File: src/rtl/cpu_axi_bridge_pkg.sv
// Shared definitions for the CPU-to-AXI3 bridge.
// Holds the FSM encodings, the fixed AXI field values and the default IDs.
package cpu_axi_bridge_pkg;

    typedef enum logic [1:0] {
        R_IDLE = 2'd0,
        R_ADDR = 2'd1,
        R_DATA = 2'd2
    } rd_state_e;

    typedef enum logic [1:0] {
        W_IDLE = 2'd0,
        W_REQ  = 2'd1,
        W_RESP = 2'd2
    } wr_state_e;

    localparam logic [1:0] BURST_INCR      = 2'b01;
    localparam logic [7:0] LEN_SINGLE      = 8'd0;
    localparam logic [3:0] DEFAULT_INST_ID = 4'd0;
    localparam logic [3:0] DEFAULT_DATA_ID = 4'd1;

    // The SRAM-side size is log2(bytes) in 2 bits; AXI widens it to 3 bits.
    function automatic logic [2:0] axi_size(input logic [1:0] sram_size);
        return {1'b0, sram_size};
    endfunction

endpackage

File: src/rtl/cpu_axi_bridge_rd_arbiter.sv
// Read-side arbiter and AR/R FSM: grants one of the two read requesters and
// keeps exactly one AXI read outstanding.
module axi_rd_arbiter
    import cpu_axi_bridge_pkg::*;
#(
    parameter int         ADDR_W  = 32,
    parameter logic [3:0] INST_ID = DEFAULT_INST_ID,
    parameter logic [3:0] DATA_ID = DEFAULT_DATA_ID
) (
    input  logic              clk,
    input  logic              reset,
    input  logic              inst_req,
    input  logic [ADDR_W-1:0] inst_addr,
    input  logic [1:0]        inst_size,
    input  logic              data_req,
    input  logic              data_wr,
    input  logic [ADDR_W-1:0] data_addr,
    input  logic [1:0]        data_size,
    input  logic              wr_idle,
    output logic              inst_addr_ok,
    output logic              inst_data_ok,
    output logic              rd_addr_ok,
    output logic              rd_data_ok,
    output logic              rd_data_busy,
    output logic [3:0]        arid,
    output logic [ADDR_W-1:0] araddr,
    output logic [2:0]        arsize,
    output logic              arvalid,
    input  logic              arready,
    input  logic [3:0]        rid,
    input  logic              rlast,
    input  logic              rvalid,
    output logic              rready
);

    rd_state_e         state_q, state_d;
    logic [ADDR_W-1:0] araddr_q, araddr_d;
    logic [2:0]        arsize_q, arsize_d;
    logic [3:0]        arid_q, arid_d;

    always_ff @(posedge clk) begin
        if (reset) begin
            state_q  <= R_IDLE;
            araddr_q <= '0;
            arsize_q <= '0;
            arid_q   <= '0;
        end else begin
            state_q  <= state_d;
            araddr_q <= araddr_d;
            arsize_q <= arsize_d;
            arid_q   <= arid_d;
        end
    end

    // Data reads win the grant, but only once no write is in flight so a
    // read never overtakes an earlier store.
    always_comb begin
        state_d      = state_q;
        araddr_d     = araddr_q;
        arsize_d     = arsize_q;
        arid_d       = arid_q;
        inst_addr_ok = 1'b0;
        rd_addr_ok   = 1'b0;
        inst_data_ok = 1'b0;
        rd_data_ok   = 1'b0;
        unique case (state_q)
            R_IDLE: begin
                if (data_req && !data_wr && wr_idle) begin
                    rd_addr_ok = 1'b1;
                    araddr_d   = data_addr;
                    arsize_d   = axi_size(data_size);
                    arid_d     = DATA_ID;
                    state_d    = R_ADDR;
                end else if (inst_req) begin
                    inst_addr_ok = 1'b1;
                    araddr_d     = inst_addr;
                    arsize_d     = axi_size(inst_size);
                    arid_d       = INST_ID;
                    state_d      = R_ADDR;
                end
            end
            R_ADDR: begin
                if (arready) state_d = R_DATA;
            end
            R_DATA: begin
                if (rvalid && rlast) begin
                    inst_data_ok = (rid == INST_ID);
                    rd_data_ok   = (rid == DATA_ID);
                    state_d      = R_IDLE;
                end
            end
            default: state_d = R_IDLE;
        endcase
        if (reset) begin
            inst_addr_ok = 1'b0;
            rd_addr_ok   = 1'b0;
            inst_data_ok = 1'b0;
            rd_data_ok   = 1'b0;
        end
    end

    assign arid         = arid_q;
    assign araddr       = araddr_q;
    assign arsize       = arsize_q;
    assign arvalid      = (state_q == R_ADDR) && !reset;
    assign rready       = (state_q == R_DATA) && !reset;
    assign rd_data_busy = (state_q != R_IDLE) && (arid_q == DATA_ID);

endmodule

File: src/rtl/cpu_axi_bridge.sv
// Bridge from the core's SRAM-like instruction and data channels to one AXI3
// master port. Reads go through axi_rd_arbiter; the write FSM lives here.
module cpu_axi_bridge
    import cpu_axi_bridge_pkg::*;
#(
    parameter int         ADDR_W  = 32,
    parameter int         DATA_W  = 32,
    parameter logic [3:0] INST_ID = DEFAULT_INST_ID,
    parameter logic [3:0] DATA_ID = DEFAULT_DATA_ID
) (
    input  logic                clk,
    input  logic                reset,
    input  logic                inst_req,
    input  logic [ADDR_W-1:0]   inst_addr,
    input  logic [1:0]          inst_size,
    output logic                inst_addr_ok,
    output logic                inst_data_ok,
    output logic [DATA_W-1:0]   inst_rdata,
    input  logic                data_req,
    input  logic                data_wr,
    input  logic [1:0]          data_size,
    input  logic [DATA_W/8-1:0] data_wstrb,
    input  logic [ADDR_W-1:0]   data_addr,
    input  logic [DATA_W-1:0]   data_wdata,
    output logic                data_addr_ok,
    output logic                data_data_ok,
    output logic [DATA_W-1:0]   data_rdata,
    output logic [3:0]          arid,
    output logic [ADDR_W-1:0]   araddr,
    output logic [7:0]          arlen,
    output logic [2:0]          arsize,
    output logic [1:0]          arburst,
    output logic [1:0]          arlock,
    output logic [3:0]          arcache,
    output logic [2:0]          arprot,
    output logic                arvalid,
    input  logic                arready,
    input  logic [3:0]          rid,
    input  logic [DATA_W-1:0]   rdata,
    input  logic                rlast,
    input  logic                rvalid,
    output logic                rready,
    output logic [3:0]          awid,
    output logic [ADDR_W-1:0]   awaddr,
    output logic [7:0]          awlen,
    output logic [2:0]          awsize,
    output logic [1:0]          awburst,
    output logic [1:0]          awlock,
    output logic [3:0]          awcache,
    output logic [2:0]          awprot,
    output logic                awvalid,
    input  logic                awready,
    output logic [3:0]          wid,
    output logic [DATA_W-1:0]   wdata,
    output logic [DATA_W/8-1:0] wstrb,
    output logic                wlast,
    output logic                wvalid,
    input  logic                wready,
    input  logic                bvalid,
    output logic                bready
);

    wr_state_e           w_state_q, w_state_d;
    logic                aw_done_q, aw_done_d;
    logic                w_done_q, w_done_d;
    logic [ADDR_W-1:0]   awaddr_q, awaddr_d;
    logic [2:0]          awsize_q, awsize_d;
    logic [DATA_W-1:0]   wdata_q, wdata_d;
    logic [DATA_W/8-1:0] wstrb_q, wstrb_d;
    logic                wr_addr_ok, wr_data_ok;
    logic                rd_addr_ok, rd_data_ok, rd_data_busy;

    axi_rd_arbiter #(
        .ADDR_W (ADDR_W),
        .INST_ID(INST_ID),
        .DATA_ID(DATA_ID)
    ) u_rd_arbiter (
        .clk         (clk),
        .reset       (reset),
        .inst_req    (inst_req),
        .inst_addr   (inst_addr),
        .inst_size   (inst_size),
        .data_req    (data_req),
        .data_wr     (data_wr),
        .data_addr   (data_addr),
        .data_size   (data_size),
        .wr_idle     (w_state_q == W_IDLE),
        .inst_addr_ok(inst_addr_ok),
        .inst_data_ok(inst_data_ok),
        .rd_addr_ok  (rd_addr_ok),
        .rd_data_ok  (rd_data_ok),
        .rd_data_busy(rd_data_busy),
        .arid        (arid),
        .araddr      (araddr),
        .arsize      (arsize),
        .arvalid     (arvalid),
        .arready     (arready),
        .rid         (rid),
        .rlast       (rlast),
        .rvalid      (rvalid),
        .rready      (rready)
    );

    always_ff @(posedge clk) begin
        if (reset) begin
            w_state_q <= W_IDLE;
            aw_done_q <= 1'b0;
            w_done_q  <= 1'b0;
            awaddr_q  <= '0;
            awsize_q  <= '0;
            wdata_q   <= '0;
            wstrb_q   <= '0;
        end else begin
            w_state_q <= w_state_d;
            aw_done_q <= aw_done_d;
            w_done_q  <= w_done_d;
            awaddr_q  <= awaddr_d;
            awsize_q  <= awsize_d;
            wdata_q   <= wdata_d;
            wstrb_q   <= wstrb_d;
        end
    end

    // AW and W handshake independently; the response is only awaited once
    // both have been taken by the interconnect.
    always_comb begin
        w_state_d  = w_state_q;
        aw_done_d  = aw_done_q;
        w_done_d   = w_done_q;
        awaddr_d   = awaddr_q;
        awsize_d   = awsize_q;
        wdata_d    = wdata_q;
        wstrb_d    = wstrb_q;
        wr_addr_ok = 1'b0;
        wr_data_ok = 1'b0;
        unique case (w_state_q)
            W_IDLE: begin
                if (data_req && data_wr && !rd_data_busy) begin
                    wr_addr_ok = 1'b1;
                    awaddr_d   = data_addr;
                    awsize_d   = axi_size(data_size);
                    wdata_d    = data_wdata;
                    wstrb_d    = data_wstrb;
                    aw_done_d  = 1'b0;
                    w_done_d   = 1'b0;
                    w_state_d  = W_REQ;
                end
            end
            W_REQ: begin
                if (awvalid && awready) aw_done_d = 1'b1;
                if (wvalid && wready)   w_done_d  = 1'b1;
                if (aw_done_d && w_done_d) begin
                    aw_done_d = 1'b0;
                    w_done_d  = 1'b0;
                    w_state_d = W_RESP;
                end
            end
            W_RESP: begin
                if (bvalid) begin
                    wr_data_ok = 1'b1;
                    w_state_d  = W_IDLE;
                end
            end
            default: w_state_d = W_IDLE;
        endcase
        if (reset) begin
            wr_addr_ok = 1'b0;
            wr_data_ok = 1'b0;
        end
    end

    assign awvalid      = (w_state_q == W_REQ) && !aw_done_q && !reset;
    assign wvalid       = (w_state_q == W_REQ) && !w_done_q && !reset;
    assign bready       = (w_state_q == W_RESP) && !reset;
    assign awaddr       = awaddr_q;
    assign awsize       = awsize_q;
    assign wdata        = wdata_q;
    assign wstrb        = wstrb_q;

    assign data_addr_ok = rd_addr_ok | wr_addr_ok;
    assign data_data_ok = rd_data_ok | wr_data_ok;
    assign inst_rdata   = rdata;
    assign data_rdata   = rdata;

    assign arlen   = LEN_SINGLE;
    assign arburst = BURST_INCR;
    assign arlock  = '0;
    assign arcache = '0;
    assign arprot  = '0;
    assign awid    = DATA_ID;
    assign awlen   = LEN_SINGLE;
    assign awburst = BURST_INCR;
    assign awlock  = '0;
    assign awcache = '0;
    assign awprot  = '0;
    assign wid     = DATA_ID;
    assign wlast   = 1'b1;

endmodule

File: config.mk
export PLATFORM = sky130hd
export DESIGN_NAME = cpu_axi_bridge
export DESIGN_NICKNAME = d
export VERILOG_FILES = /design/src/rtl/cpu_axi_bridge_pkg.sv /design/src/rtl/cpu_axi_bridge_rd_arbiter.sv /design/src/rtl/cpu_axi_bridge.sv
export SDC_FILE = /design/constraint.sdc
export NUM_CORES = 1
export LEC_CHECK = 0
export BUFFER_PORTS_ARGS = -buffer_cell sky130_fd_sc_hd__buf_2
export CAP_MARGIN = 20
export CORE_AREA = 2 2 148 150
export CTS_CLUSTER_DIAMETER = 100
export CTS_CLUSTER_SIZE = 30
export DETAILED_ROUTE_END_ITERATION = 7
export DIE_AREA = 0 0 150 152
export PLACE_DENSITY = 0.6
export SLEW_MARGIN = 20
export SYNTH_ARGS = -nofsm -noshare
export SYNTH_HDL_FRONTEND = slang
export SYNTH_SLANG_ARGS = --single-unit
export TNS_END_PERCENT = 50
File: constraint.sdc
create_clock -name clk -period 3.5 [get_ports clk]
set_input_delay 1.05 -clock clk [delete_from_list [all_inputs] [get_ports clk]]
set_output_delay 1.05 -clock clk [all_outputs]
set_load 0.1 [all_outputs]
Word level (Yosys, flattened, before mapping)
Cells that the tools add are included.

Reductions and logical operators: 32. Eq/ne operators: 12. Mux-type cells: 43. Bitwise logic cells: 2.

Operators with widths (number): 32-bit 2-to-1 mux (2); 1-bit 2-to-1 mux (26); 1-bit logical AND (16); 2-bit 2-to-1 mux (7); 2-bit case mux with 3 select lines (2); 4-bit by 1-bit == test with 1-bit output (second input constant) (2); 4-bit 2-to-1 mux (2); 2-bit != test (second input constant) (4); 3-bit 2-to-1 mux (2); 2-bit AND reduction (3); 3-bit AND reduction (2); 2-bit nonzero test (3); 1-bit logical NOT (5); 2-bit by 1-bit == test with 1-bit output (second input constant) (2); 2-bit == test (second input constant) (2); 2-bit logical NOT (2); 4-bit logical NOT (1); 1-bit case mux with 2 select lines (2); 3-bit by 2-bit != test with 1-bit output (second input constant) (1); 2-bit by 1-bit != test with 1-bit output (second input constant) (1); 1-bit OR (2).

Flip-flop bits (word level): 115. Word-level logic and storage cells: 100. Output and inout bits: 230. Bits of input ports: 151.

Logic depth before layout (Yosys ltp)
Gate-level depths: netlist of run 1.

Depth in word-level cells: 9. Mapped depth: 7. Gate-level depth less buffers: 3.

Cells and area by module
From an unflattened synthesis of run 1, not the netlist that was laid out.

Cell total of the unflattened synthesis: 722. Area, all modules: 6163.4 um^2.

By module, submodules not included: cpu_axi_bridge (area an instance 3916.3 um^2, instances 1, sequential area each 1481.4 um^2, cells each 465); axi_rd_arbiter (area an instance 2247.2 um^2, instances 1, sequential area each 740.7 um^2, cells each 257).

Worst setup path after synthesis of run 1
No wires, ideal clock.

Path kind: input port to output port. Start: input port reset. End: output port data_data_ok. Required time: 2.450 ns. Data arrival time: 6.288 ns. Slack: -3.838 ns. Buffers on the path: 2. Stages: 5. Cell sequence: clkbuf_1 -> clkbuf_1 -> nor3b_1 -> nand4_1 -> o31ai_1.

Cells in the longest elaborated chain, start to end: 2. Elaborated cells on any way between the ends: 3. Classes of those cells: mux: 2; bitwise: 1.

Ends and longest elaborated chain: start, declared (line cpu_axi_bridge.sv:12) `input logic reset,`; 1-bit 2-to-1 mux (on tied branches) (line cpu_axi_bridge_rd_arbiter.sv:94, cpu_axi_bridge.sv:166); 1-bit OR * (line cpu_axi_bridge.sv:181) `assign data_data_ok = rd_data_ok | wr_data_ok;`; end, declared (line cpu_axi_bridge.sv:26) `output logic data_data_ok,`.

Every way passes the cells marked *; elsewhere a longest branch is shown, timed or not.

Final worst setup path of run 1
Start: input port data_wr. End: output port data_addr_ok.

Cells in the longest elaborated chain, start to end: 7. Elaborated cells on any way between the ends: 12. Classes of those cells: mux: 6; bitwise: 1; reduce/logical: 5.

Ends and longest elaborated chain: start, declared (line cpu_axi_bridge.sv:20) `input logic data_wr,`; 1-bit logical NOT (line cpu_axi_bridge_rd_arbiter.sv:68) `if (data_req && !data_wr && wr_idle) begin`; 1-bit logical AND (2 in series) (line cpu_axi_bridge_rd_arbiter.sv:68); 1-bit 2-to-1 mux (line cpu_axi_bridge_rd_arbiter.sv:68); 1-bit 2-to-1 mux (line cpu_axi_bridge_rd_arbiter.sv:66) `unique case (state_q)`; 1-bit 2-to-1 mux (line cpu_axi_bridge_rd_arbiter.sv:94) `if (reset) begin`; 1-bit OR * (line cpu_axi_bridge.sv:180) `assign data_addr_ok = rd_addr_ok | wr_addr_ok;`; end, declared (line cpu_axi_bridge.sv:25) `output logic data_addr_ok,`.

Marked as above.

==> results of run 1 <==
-- where the power goes --
| part | internal [uW] | leakage [uW] | switching (uW) |
|---|---|---|---|
| logic | 310 | 0.00256 | 1260 |
| clock network | 564 | 0.000145 | 517 |
| registers | 1360 | 0.000912 | 67.8 |
| total | 2240 | 0.00362 | 1850 |
-- worst max path at each step --
stage | from | to | slack, ns | depth (start not counted)
after floorplan | reset | data_data_ok | -1.03 | 5
after global placement | data_wr | data_addr_ok | 0.14 | 5
after detailed placement | data_wr | data_addr_ok | 0.09 | 5
after CTS | data_wr | data_addr_ok | 0.09 | 5
after global routing | data_wr | data_addr_ok | 0.05 | 5
final | data_wr | data_addr_ok | 0.09 | 5
-- stage by stage --
| step | instances | setup TNS [ns] | total power, uW |
|---|---|---|---|
| 3_3_place_gp | 1150 | 0 | 3030 |
| 2_1_floorplan | 799 | -3.73 | 3150 |
| 5_1_grt | 1166 | 0 | 4260 |
| 4_1_cts | 1165 | 0 | 4140 |
| 3_5_place_dp | 1150 | 0 | 3040 |
| 6_report | 1167 | 0 | 4080 |
-- worst max-delay path, stage by stage --
cell and delay [ns]:
buf_2 0.12, or4b_1 0.50, or2_1 0.28, a21oi_2 0.21, buf_12 0.20
-- state kept, by name, indices dropped and copies added, names as in the netlist --
register / count
w_done_q: 1
awsize: 2
wstrb: 4
u_rd_arbiter.state_q: 2
u_rd_arbiter.araddr: 32
w_state_q: 2
u_rd_arbiter.arid: 1
u_rd_arbiter.arsize: 2
awaddr: 32
aw_done_q: 1
wdata: 32
-- per-layer routing --
metal	wire length (um)	part of all wire, %
met1	7870	40
met3	1730	8.7
met2	9720	49
met4	412	2.1
met5	13	0.066
-- layout by cell type, fill, tap and decap left out, types with 2 or more instances in the layout --
cell type and n:
diode_2 2, or3b_2 2, buf_12 9, buf_4 15, nor3b_4 2, o21ai_0 36
nor3_4 2, buf_2 223, nand2b_1 141, a31o_2 2, nand2_1 3, nand4_1 2
nor2_1 40, a21oi_1 38, nor4_1 2, inv_1 37, conb_1 52, dfxtp_2 2
clkinv_4 2, mux2i_1 70, o211a_1 34, nor4b_1 35, clkbuf_16 9, dfxtp_1 109
nor2b_1 2
-- final cells by class --
cell class,count,area share [%]
diodes,2,0.0655
repair buffers,247,18.4
flip-flops and latches,111,29.1
well taps,280,4.59
inverters,37,1.82
clock inverters,5,0.885
clock buffers,10,3.00
multi-input cells,475,42.1
-- cells by family after synthesis --
| family | Yosys count | synth area share, % |
|---|---|---|
| other | 2 | 0.116 |
| flip-flops | 111 | 34.4 |
| buffers and inverters | 213 | 19.8 |
| AND/OR/NAND/NOR | 238 | 23.0 |
| AO/OA/AOI/OAI | 115 | 11.9 |
| multiplexers | 70 | 10.9 |
==> results.json, run 1 <==
{
  "reg2reg_setup_slack_ns": 1.60,
  "hold_class": "reg2reg",
  "min_to": "awaddr[28]",
  "cts-root-buf": "clkbuf_16",
  "cts_buffer_depth": 2,
  "synthTopCellsByArea": "dfxtp_1 (34%), nand2b_1 (14%), buf_4 (13%)",
  "regArea_um2": 2220,
  "required_ns": 2.45,
  "slew_headroom_pct": 35.0,
  "gr-max-usage-layer": "met2",
  "critPathKind": "in2out",
  "fin_ws_ns": 0.0949,
  "start_kind": "primary input",
  "drive_gt1_share_pct": 31.2,
  "place.gp.congestion": 0.847,
  "numCtsBuffers": 9,
  "post-cts-setup-buffers": 0,
  "rows": 54,
  "status": "finished clean",
  "grt_max_degree": 115,
  "seq_area_frac_synth_pct": 34.4,
  "core_area_um2": 21400,
  "drc_errors": 0,
  "yosysTopAreaCell": "dfxtp_1",
  "synthArstFlopShare_pct": 0,
  "path_max_fanout": 4,
  "final_core_util_pct": 35.8,
  "power.density_nw_per_um2": 535,
  "vias": 5259,
  "synthCells": 749,
  "synthFlopType": "dfxtp_1",
  "hold_depth": 2,
  "fin_crit_ns": 3.41,
  "die_x_um": 150,
  "io_pins": 381,
  "grt_remaining_overflow": 0,
  "skew_ns": 0.0101,
  "clkSinkCount": 111,
  "met2_usage_pct": 28.1,
  "multiInputGateArea_um2": 3210,
  "grt_pass1_vias": 4932,
  "gr-usage-all-layers_pct": 16.7,
  "pre_cts_ws_ns": 0.0920,
  "finish.instance_area_um2": 7640,
  "yosysUniqueCellTypes": 32,
  "worst_ir_drop_vdd_v": 0.000249,
  "slew_viol_final": 0,
  "grtUsageMet3_pct": 5.77,
  "synth.top_cell.area_share_pct": 34.4,
  "cts_tree": "yes",
  "portBuffers": 232,
  "ant_nets": 0,
  "grt_pass1_wl_mm": 29.5,
  "worst_pin_slew_ns": 0.974,
  "period_share_pct": 97.3,
  "dieArea_um2": 22800,
  "nFillCells": 2260,
  "rsz0062_at_grt": "no",
  "grt_antenna_before_repair": 3,
  "maxCapViolations": 0,
  "cp.arrival_ns": 2.36,
  "htreeDepth": 3,
  "synthesis.area_um2": 6450,
  "use_met1_pct": 19.9,
  "dp_hpwl_mm": 14.5,
  "finalSetupViolCount": 0,
  "first_pass_iters": 4,
  "clock_latency_ns": 0.35,
  "synth-seq-cells": 111,
  "worstHoldStart": "awaddr[28]",
  "area_growth_pct": 18.4,
  "synth_commonest_cells": "nand2b_1 (141), buf_4 (116), dfxtp_1 (111), mux2i_1 (70), clkbuf_1 (48)",
  "cts.clk_slew.worst_paths_ns": 0.08,
  "nNetsFinal": 1032,
  "final_hold_viol_count": 0,
  "drtIter0Drc": 230,
  "ys_warn_count": 0,
  "fin_hold_ws_ns": 0.471,
  "die_h_um": 152,
  "ctsHoldBuffers": 0,
  "synth.most_common_cell": "nand2b_1",
  "synth_edf_count": 0,
  "cp-end-kind": "primary output",
  "post_dp_cell_area_um2": 7330,
  "clock.fmax_mhz": 294,
  "r2r-start": "w_state_q[1]",
  "viasPerCell": 4.51,
  "totalWireLength_mm": 19.7,
  "wire_per_inst_um": 16.9,
  "worstRegToRegCells": 4,
  "reg2reg_to": "u_rd_arbiter.araddr[4]",
  "start_util_pct": 30.2,
  "cts_resized": 0,
  "avgSynthCellArea_um2": 8.61,
  "leakagePower_uw": 0.00362
}
Note: power is estimated with default switching activity, not from simulation.
==> run 2: changes to the inputs <==
==> constraint.sdc (replaced) <==
create_clock -name clk -period 4 [get_ports clk]
set_input_delay 1.2 -clock clk [delete_from_list [all_inputs] [get_ports clk]]
set_output_delay 1.2 -clock clk [all_outputs]
set_load 0.1 [all_outputs]
==> results.json, run 2 (synthesis results as in run 1) <==
{
  "portBuffers": 232,
  "path_max_fanout": 4,
  "place.gp.congestion": 0.813,
  "drc_errors": 0,
  "wire_per_inst_um": 16.8,
  "finish.instance_area_um2": 7600,
  "finalSetupViolCount": 0,
  "first_pass_iters": 4,
  "grt_remaining_overflow": 0,
  "dp_hpwl_mm": 14.4,
  "rsz0062_at_grt": "no",
  "cts_tree": "yes",
  "clock_latency_ns": 0.36,
  "leakagePower_uw": 0.00360,
  "post_dp_cell_area_um2": 7310,
  "rows": 54,
  "cp-end-kind": "primary output",
  "final_hold_viol_count": 0,
  "start_util_pct": 30.2,
  "worst_ir_drop_vdd_v": 0.000192,
  "slew_headroom_pct": 56.1,
  "slew_viol_final": 0,
  "grt_antenna_before_repair": 2,
  "critPathKind": "in2out",
  "io_pins": 381,
  "pre_cts_ws_ns": 0.317,
  "fin_ws_ns": 0.320,
  "drtIter0Drc": 208,
  "power.density_nw_per_um2": 466,
  "gr-usage-all-layers_pct": 16.6,
  "cts_buffer_depth": 2,
  "maxCapViolations": 0,
  "ctsHoldBuffers": 0,
  "hold_class": "reg2reg",
  "viasPerCell": 4.50,
  "skew_ns": 0.0114,
  "cts-root-buf": "clkbuf_16",
  "vias": 5237,
  "grt_pass1_wl_mm": 29.4,
  "layout_commonest_cell": "buf_2",
  "required_ns": 2.80,
  "totalWireLength_mm": 19.6,
  "area_growth_pct": 17.9,
  "htreeDepth": 3,
  "period_share_pct": 92.0,
  "ant_nets": 0,
  "grt_pass1_vias": 4971,
  "cts.clk_slew.worst_paths_ns": 0.07,
  "fin_crit_ns": 3.68,
  "mostFrequentLayoutCells": "buf_2 (223), nand2b_1 (141), dfxtp_1 (109)",
  "worst_pin_slew_ns": 0.649,
  "dieArea_um2": 22800,
  "numCtsBuffers": 9,
  "die_x_um": 150,
  "die_h_um": 152,
  "start_kind": "primary input",
  "clkSinkCount": 111,
  "cts_resized": 0,
  "grt_max_degree": 70,
  "post-cts-setup-buffers": 0,
  "cp.arrival_ns": 2.48,
  "core_area_um2": 21400,
  "nNetsFinal": 1029,
  "status": "finished clean",
  "clock.fmax_mhz": 272,
  "drive_gt1_share_pct": 31.0
}
run 2: final cells by class:
| class | count | area (um2) |
|---|---|---|
| clock buffers | 11 | 243 |
| fillers | 2247 | 13700 |
| well taps | 280 | 350 |
| repair buffers | 244 | 1390 |
| multi-input cells | 475 | 3210 |
| inverters | 37 | 139 |
| flip-flops and latches | 111 | 2220 |
| diodes | 1 | 2.50 |
| clock inverters | 5 | 46.3 |
run 2: final timing paths:
path,startpoint,to,slack (ns),depth (start not counted)
max,data_wr,data_addr_ok,0.32,5
min,awaddr[0],awaddr[0],0.47,2
max reg2reg,u_rd_arbiter.state_q[0],wdata[28],1.89,4
min reg2reg,awaddr[0],awaddr[0],0.47,2
run 2: where the power goes:
| group | switching [uW] | internal [uW] | total [uW] |
|---|---|---|---|
| logic | 1100 | 269 | 1370 |
| clock network | 465 | 454 | 919 |
| registers | 64.8 | 1190 | 1260 |
run 2: metrics by stage:
| stage | setup TNS, ns | instances | hold slack [ns] | util [%] | power (uW) |
|---|---|---|---|---|---|
| after detailed placement | 0 | 1147 | 0.459 | 34.2 | 2660 |
| after CTS | 0 | 1163 | 0.474 | 35.6 | 3600 |
| after floorplan | -2.71 | 799 | 0.530 | - | 2750 |
| final | 0 | 1164 | 0.469 | 35.6 | 3540 |
| after global routing | 0 | 1164 | 0.492 | 35.6 | 3700 |
| after global placement | 0 | 1147 | 0.457 | 34.2 | 2650 |
run 2: layer usage:
metal / global-route usage (%) / routed length, um
met5: 0 / 0
met3: 5.56 / 1570
met1: 19.6 / 7800
met4: 5.12 / 380
met2: 28.4 / 9840
run 2: critical path: stages:
cell and delay, ns:
buf_2 0.12, or4b_1 0.49, or2_1 0.27, a21oi_2 0.20, buf_12 0.19
